--- src/rtl/uart_tx_fifo_if.sv ---
// Transmit-side bus of the UART TX block.
//   tx_data/tx_valid/tx_ready : byte enqueue handshake (push on valid && ready)
//   TXD                       : serial line, idle high
//   tx_busy                   : high while a frame is on the line
//   frame_done                : one-cycle pulse on the last cycle of each stop bit
//   fifo_count                : bytes queued, excluding the byte in flight
// master = byte producer, slave = the transmitter.
interface uart_tx_fifo_if #(
    parameter int FIFO_DEPTH = 4
);
    logic [7:0]                  tx_data;
    logic                        tx_valid;
    logic                        tx_ready;
    logic                        TXD;
    logic                        tx_busy;
    logic                        frame_done;
    logic [$clog2(FIFO_DEPTH):0] fifo_count;

    modport master (
        output tx_data, tx_valid,
        input  tx_ready, TXD, tx_busy, frame_done, fifo_count
    );

    modport slave (
        input  tx_data, tx_valid,
        output tx_ready, TXD, tx_busy, frame_done, fifo_count
    );
endinterface

--- src/rtl/uart_tx_fifo.sv ---
// UART 8N1 transmitter with a small byte FIFO in front of it.
// Bytes are queued through the tx bus and serialised LSB first onto TXD,
// each bit held for CLKS_PER_BIT clocks. Frames go out back to back with
// no idle gap while the FIFO holds data.
// Ports:
//   CLK   : system clock, rising edge
//   RESET : asynchronous active-low reset; aborts any frame, empties FIFO
//   tx    : uart_tx_fifo_if slave (handshake, TXD, status)
module uart_tx_fifo #(
    parameter int CLKS_PER_BIT = 87,
    parameter int FIFO_DEPTH   = 4,
    parameter int CNT_W        = 16
) (
    input  logic          CLK,
    input  logic          RESET,
    uart_tx_fifo_if.slave tx
);
    localparam int AW = $clog2(FIFO_DEPTH);
    localparam int CW = AW + 1;
    localparam logic [CNT_W-1:0] LAST = CNT_W'(CLKS_PER_BIT - 1);

    typedef enum logic [1:0] {IDLE, START, DATA, STOP} state_t;

    // FIFO
    logic [7:0]    mem [FIFO_DEPTH];
    logic [AW-1:0] wr_ptr, rd_ptr;
    logic [CW-1:0] count;
    logic          full, push, pop;

    // serialiser
    state_t        state, state_nx;
    logic          txd, txd_nx;
    logic          busy, busy_nx;
    logic [CNT_W-1:0] bit_cnt, bit_cnt_nx;
    logic [2:0]    bit_idx, bit_idx_nx;
    logic [7:0]    shift, shift_nx;
    logic          bit_end;

    // Ready comes from the registered count only, so a pop in the same
    // cycle never opens the door for a push into a full FIFO.
    assign full    = (count == CW'(FIFO_DEPTH));
    assign push    = tx.tx_valid && !full;
    assign bit_end = (bit_cnt == LAST);

    always_ff @(posedge CLK) begin
        if (push) mem[wr_ptr] <= tx.tx_data;
    end

    always_ff @(posedge CLK or negedge RESET) begin
        if (!RESET) begin
            wr_ptr <= '0;
            rd_ptr <= '0;
            count  <= '0;
        end else begin
            if (push) wr_ptr <= wr_ptr + AW'(1);
            if (pop)  rd_ptr <= rd_ptr + AW'(1);
            case ({push, pop})
                2'b10:   count <= count + CW'(1);
                2'b01:   count <= count - CW'(1);
                default: count <= count;
            endcase
        end
    end

    always_ff @(posedge CLK or negedge RESET) begin
        if (!RESET) begin
            state   <= IDLE;
            txd     <= 1'b1;
            busy    <= 1'b0;
            bit_cnt <= '0;
            bit_idx <= '0;
            shift   <= '0;
        end else begin
            state   <= state_nx;
            txd     <= txd_nx;
            busy    <= busy_nx;
            bit_cnt <= bit_cnt_nx;
            bit_idx <= bit_idx_nx;
            shift   <= shift_nx;
        end
    end

    always_comb begin
        state_nx   = state;
        txd_nx     = txd;
        bit_cnt_nx = bit_cnt + CNT_W'(1);
        bit_idx_nx = bit_idx;
        shift_nx   = shift;
        pop        = 1'b0;
        case (state)
            IDLE: begin
                bit_cnt_nx = '0;
                txd_nx     = 1'b1;
                if (count != '0) begin
                    pop      = 1'b1;
                    shift_nx = mem[rd_ptr];
                    txd_nx   = 1'b0;
                    state_nx = START;
                end
            end
            START: begin
                if (bit_end) begin
                    bit_cnt_nx = '0;
                    bit_idx_nx = '0;
                    txd_nx     = shift[0];
                    state_nx   = DATA;
                end
            end
            DATA: begin
                if (bit_end) begin
                    bit_cnt_nx = '0;
                    if (bit_idx == 3'd7) begin
                        txd_nx   = 1'b1;
                        state_nx = STOP;
                    end else begin
                        // shift[1] is what shift[0] becomes after the shift
                        shift_nx   = shift >> 1;
                        txd_nx     = shift[1];
                        bit_idx_nx = bit_idx + 3'd1;
                    end
                end
            end
            STOP: begin
                if (bit_end) begin
                    bit_cnt_nx = '0;
                    if (count != '0) begin
                        // next start bit follows the stop bit directly
                        pop      = 1'b1;
                        shift_nx = mem[rd_ptr];
                        txd_nx   = 1'b0;
                        state_nx = START;
                    end else begin
                        txd_nx   = 1'b1;
                        state_nx = IDLE;
                    end
                end
            end
            default: begin
                bit_cnt_nx = '0;
                txd_nx     = 1'b1;
                state_nx   = IDLE;
            end
        endcase
        busy_nx = (state_nx != IDLE);
    end

    assign tx.tx_ready   = !full;
    assign tx.TXD        = txd;
    assign tx.tx_busy    = busy;
    assign tx.frame_done = (state == STOP) && bit_end;
    assign tx.fifo_count = count;
endmodule
--- src/flat_wrapper.sv ---
// flat-port wrapper written by rule: the top's interface ports become plain ports
module uart_tx_fifo_flat 
#(
    parameter int CLKS_PER_BIT = 87,
    parameter int FIFO_DEPTH   = 4,
    parameter int CNT_W        = 16
)
  (CLK, RESET, tx_tx_data, tx_tx_valid, tx_tx_ready, tx_TXD, tx_tx_busy, tx_frame_done, tx_fifo_count);
  uart_tx_fifo_if #(.FIFO_DEPTH(FIFO_DEPTH)) tx_i ();
  input  logic CLK;
  input  logic RESET;
  input wire logic [$bits(tx_i.tx_data)-1:0] tx_tx_data;
  input wire logic [$bits(tx_i.tx_valid)-1:0] tx_tx_valid;
  output wire logic [$bits(tx_i.tx_ready)-1:0] tx_tx_ready;
  output wire logic [$bits(tx_i.TXD)-1:0] tx_TXD;
  output wire logic [$bits(tx_i.tx_busy)-1:0] tx_tx_busy;
  output wire logic [$bits(tx_i.frame_done)-1:0] tx_frame_done;
  output wire logic [$bits(tx_i.fifo_count)-1:0] tx_fifo_count;
  assign tx_i.tx_data = tx_tx_data;
  assign tx_i.tx_valid = tx_tx_valid;
  assign tx_tx_ready = tx_i.tx_ready;
  assign tx_TXD = tx_i.TXD;
  assign tx_tx_busy = tx_i.tx_busy;
  assign tx_frame_done = tx_i.frame_done;
  assign tx_fifo_count = tx_i.fifo_count;
  uart_tx_fifo #(.CLKS_PER_BIT(CLKS_PER_BIT), .FIFO_DEPTH(FIFO_DEPTH), .CNT_W(CNT_W)) u_core (.CLK(CLK), .RESET(RESET), .tx(tx_i));
endmodule
--- config.mk ---
export PLATFORM = sky130hd
export DESIGN_NAME = uart_tx_fifo_flat
export DESIGN_NICKNAME = d
export VERILOG_FILES = /design/src/rtl/uart_tx_fifo_if.sv /design/src/rtl/uart_tx_fifo.sv /design/src/flat_wrapper.sv
export SDC_FILE = /design/constraint.sdc
export NUM_CORES = 1
export LEC_CHECK = 0
export ABC_AREA = 1
export CAP_MARGIN = 20
export CORE_MARGIN = 2
export CORE_UTILIZATION = 60
export CTS_BUF_LIST = sky130_fd_sc_hd__clkbuf_4
export DETAILED_ROUTE_END_ITERATION = 16
export DONT_BUFFER_PORTS = 1
export PLACE_DENSITY = 0.74
export REMOVE_ABC_BUFFERS = 1
export SLEW_MARGIN = 5
export SYNTH_ARGS = -nofsm -noshare
export SYNTH_HDL_FRONTEND = slang
export SYNTH_SLANG_ARGS = --single-unit
export TNS_END_PERCENT = 10
--- constraint.sdc ---
create_clock -name CLK -period 4 [get_ports CLK]
set_input_delay 0.8 -clock CLK [delete_from_list [all_inputs] [get_ports CLK]]
set_output_delay 0.8 -clock CLK [all_outputs]
set_load 0.005 [all_outputs]
==> metrics <==
Comb pwr share 11.3%; pwr/cell area 441 nW/um2; skew final 0.0166 ns; final setup fails 0; min Tclk post-route 2.64 ns; peak fanout along the critical path 11; sequential power share 55.6%; CP Buf/Inv Count 4; CP Cell Sequence inv_1 -> ha_1 -> nand2_1 -> clkinv_1 -> nand2_2 -> nor2_2 -> nand2_2 -> o21ai_2 -> nand3_1 -> inv_1 -> ha_1 -> inv_1 -> fa_1 -> a21oi_1 -> o21ai_0 -> xor2_1; share of the synthesized area in the top cell type 28.1%; CTS tree built; Max Freq 378 MHz; Resized Gates After CTS 0; Primary FF master, synth dfrtp_1; I/O Buffers 0; GRT Total Usage 22.0%; ANT nets after route 0; num rows 27; worst hold path class input pin to async pin; Synth cell types 33; fin. max-slew vios 0; Largest stage delay, worst path 0.43 ns; proportion of layout cells with a drive suffix above 1 7.71%; NumNets Final 396; Final HPWL DP 4210 um; RSZ-0062 raised after global routing no; Syn Area/Cell 9.27 um2; Post-synth top cells 101 x nand2_1, 38 x nor2_1, 37 x dfrtp_1; top-count cell post-synth nand2_1; Die Ht 79.5 um; die width 79.5 um; stages on the worst setup path 16; switching share of power 27.4%; CP endpoint kind flop; CP Data Required Time 4.32 ns; Largest delay share family, worst path adder cells; M1 WL 2870 um; Die ar. 6320 um2; LEAKAGE 1.62 nW; CTS Buf Count 9; H-tree Lvls 3; Iter 0 DRT Violations 114; Synth warnings 0; Post CTS Setup Buffer Count 0; Syn Inst Count 369; outcome complete, no violations; synthesized flop and latch total 70; CTS Hold Bufs 0; VDD IR max 0.308 mV; Critical Setup Path Class flop to flop; Yosys top cell by area edfxtp_1; n_diodes 0; Final Core Density 65.9%; Vias 2379; Tcrit/Tclk final 66.1%; Core ar. 5510 um2; clk_lat worst skew 0.43 ns; first-pass GRT wire length 10500 um; Post-synth EDFFs 32; Hold Vio Cnt, Final 0; WL final 6160 um; max layer used met4; Multi-input gate area 1330 um2; P_int 1.16 mW; IO Count 18; clock power share 33.1%; Slew @ Worst Pin 0.742 ns; Area Overhead vs Synth 6.11%; Relative slew margins 50.4%; CP Launch Type flop; Clock Path Buffers 2; met2 WL post-DR 2920 um; Layout fillers 452; synthesized area 3420 um2; sw power 0.438 mW; clock-pin slew reported for the worst setup and hold paths after clock tree synthesis 0.13 ns; Critical Path AT 2.97 ns; max cap viols 0; Sequential Area 1910 um2; asr flop ratio synth 54.3%; First-pass DRT Iterations 4; most frequent CP cell inv_1; global route overflow 0; worst reg2reg path depth 16; largest net degree at the start of global routing 39; CTS Sinks 70; DR WL met3 276 um; WL per Instance 13.8 um; placer congestion estimate 0.768; largest cells by area after synthesis edfxtp_1 28%, dfrtp_1 27%, nand2_1 11%; clk root buf clkbuf_4; Setup TNS 0 ns; sequential fraction of the synthesis area 55.9%; vias in the first global route 2378; vias per inst 5.31; DRC 0; slowest CP cell dfrtp_1; initial antenna violation count 0; Initial Util 62.1%
-- metal layers --
| layer | track usage, % | vias up |
|---|---|---|
| met5 | 0 | - |
| met4 | 9.66 | 0 |
| met3 | 6.45 | 11 |
| met2 | 35.4 | 41 |
| met1 | 27.7 | 1104 |
| li1 | - | 1223 |
-- state kept, by name (all words and copies together), names as in the netlist --
register              flops
u_core.tx.tx_busy         1
u_core.mem               32
u_core.shift              8
u_core.tx.TXD             1
u_core.state              2
u_core.bit_idx            3
u_core.wr_ptr             2
u_core.bit_cnt           16
u_core.rd_ptr             2
u_core.tx.fifo_count      3
-- area by class of cell --
cell class                 count  area share [%]
clock inverter                 7            2.69
tap                           72            2.48
inverter                      36            3.72
clock buffer                   9            1.86
multi-input combinational    254            36.5
sequential                    70            52.7
-- power by group through the flow --
| stage | logic [mW] | registers, mW | clock network [mW] |
|---|---|---|---|
| after detailed placement | 0.185 | 0.905 | 0 |
| after CTS | 0.186 | 0.890 | 0.533 |
| after global routing | 0.211 | 0.901 | 0.561 |
| after global placement | 0.179 | 0.904 | 0 |
| final | 0.181 | 0.889 | 0.530 |
| after floorplan | 0.142 | 0.895 | 0 |
-- cells in the final DEF (no fill, tap or decap), drive strengths merged --
master	Yosys	final
mux2i	1	1
bufinv	0	2
nor3	9	9
edfxtp	32	32
o21bai	1	1
clkinvlp	0	2
nor3b	3	3
a31oi	1	1
clkbuf	3	9
dfstp	1	1
xnor2	3	3
xor2	6	6
nor2	41	41
dfrtp	37	37
o21ai	21	21
nand4	5	5
a21oi	8	8
clkinv	3	5
fa	1	1
o22ai	1	1
inv	33	34
nand2	104	104
ha	13	13
o21a	3	3
nand3	33	33
-- cell families after synthesis --
kind of cell / count (synthesis) / share of synthesized area, %
and+or+nand+nor: 195 / 24.2
muxes: 1 / 0.293
AOI/OAI and AO/OA: 35 / 6.59
buffers and inverters: 45 / 5.31
DFF: 70 / 55.9
adders and majority gates: 14 / 5.34
xor gates and xnor gates: 9 / 2.31
-- path summary, 6_finish.rpt --
check                                   from                       to  slack (ns)
max in group asynchronous              RESET            u_core.tx.TXD        3.77
hold / removal                         RESET       u_core.bit_cnt[15]        0.04
min in group CLK               tx_tx_data[5]         u_core.mem[0][5]        0.46
hold reg to reg              u_core.shift[5]          u_core.shift[5]        0.49
setup reg to reg           u_core.bit_cnt[0]  u_core.tx.fifo_count[2]        1.36
setup / recovery           u_core.bit_cnt[0]  u_core.tx.fifo_count[2]        1.36
-- stage by stage --
step / hold WS, ns / std cells / instance area, um2 / setup slack, ns / power, mW
2_1_floorplan: 0.442 / 360 / 3370 / 1.60 / 1.04
3_3_place_gp: 0.456 / 432 / 3460 / 1.46 / 1.08
3_5_place_dp: 0.466 / 432 / 3460 / 1.39 / 1.09
4_1_cts: 0.0262 / 448 / 3630 / 1.36 / 1.61
5_1_grt: 0.0151 / 448 / 3630 / 1.11 / 1.67
6_report: 0.0392 / 448 / 3630 / 1.36 / 1.60
Power figures use the tool's default switching activity.
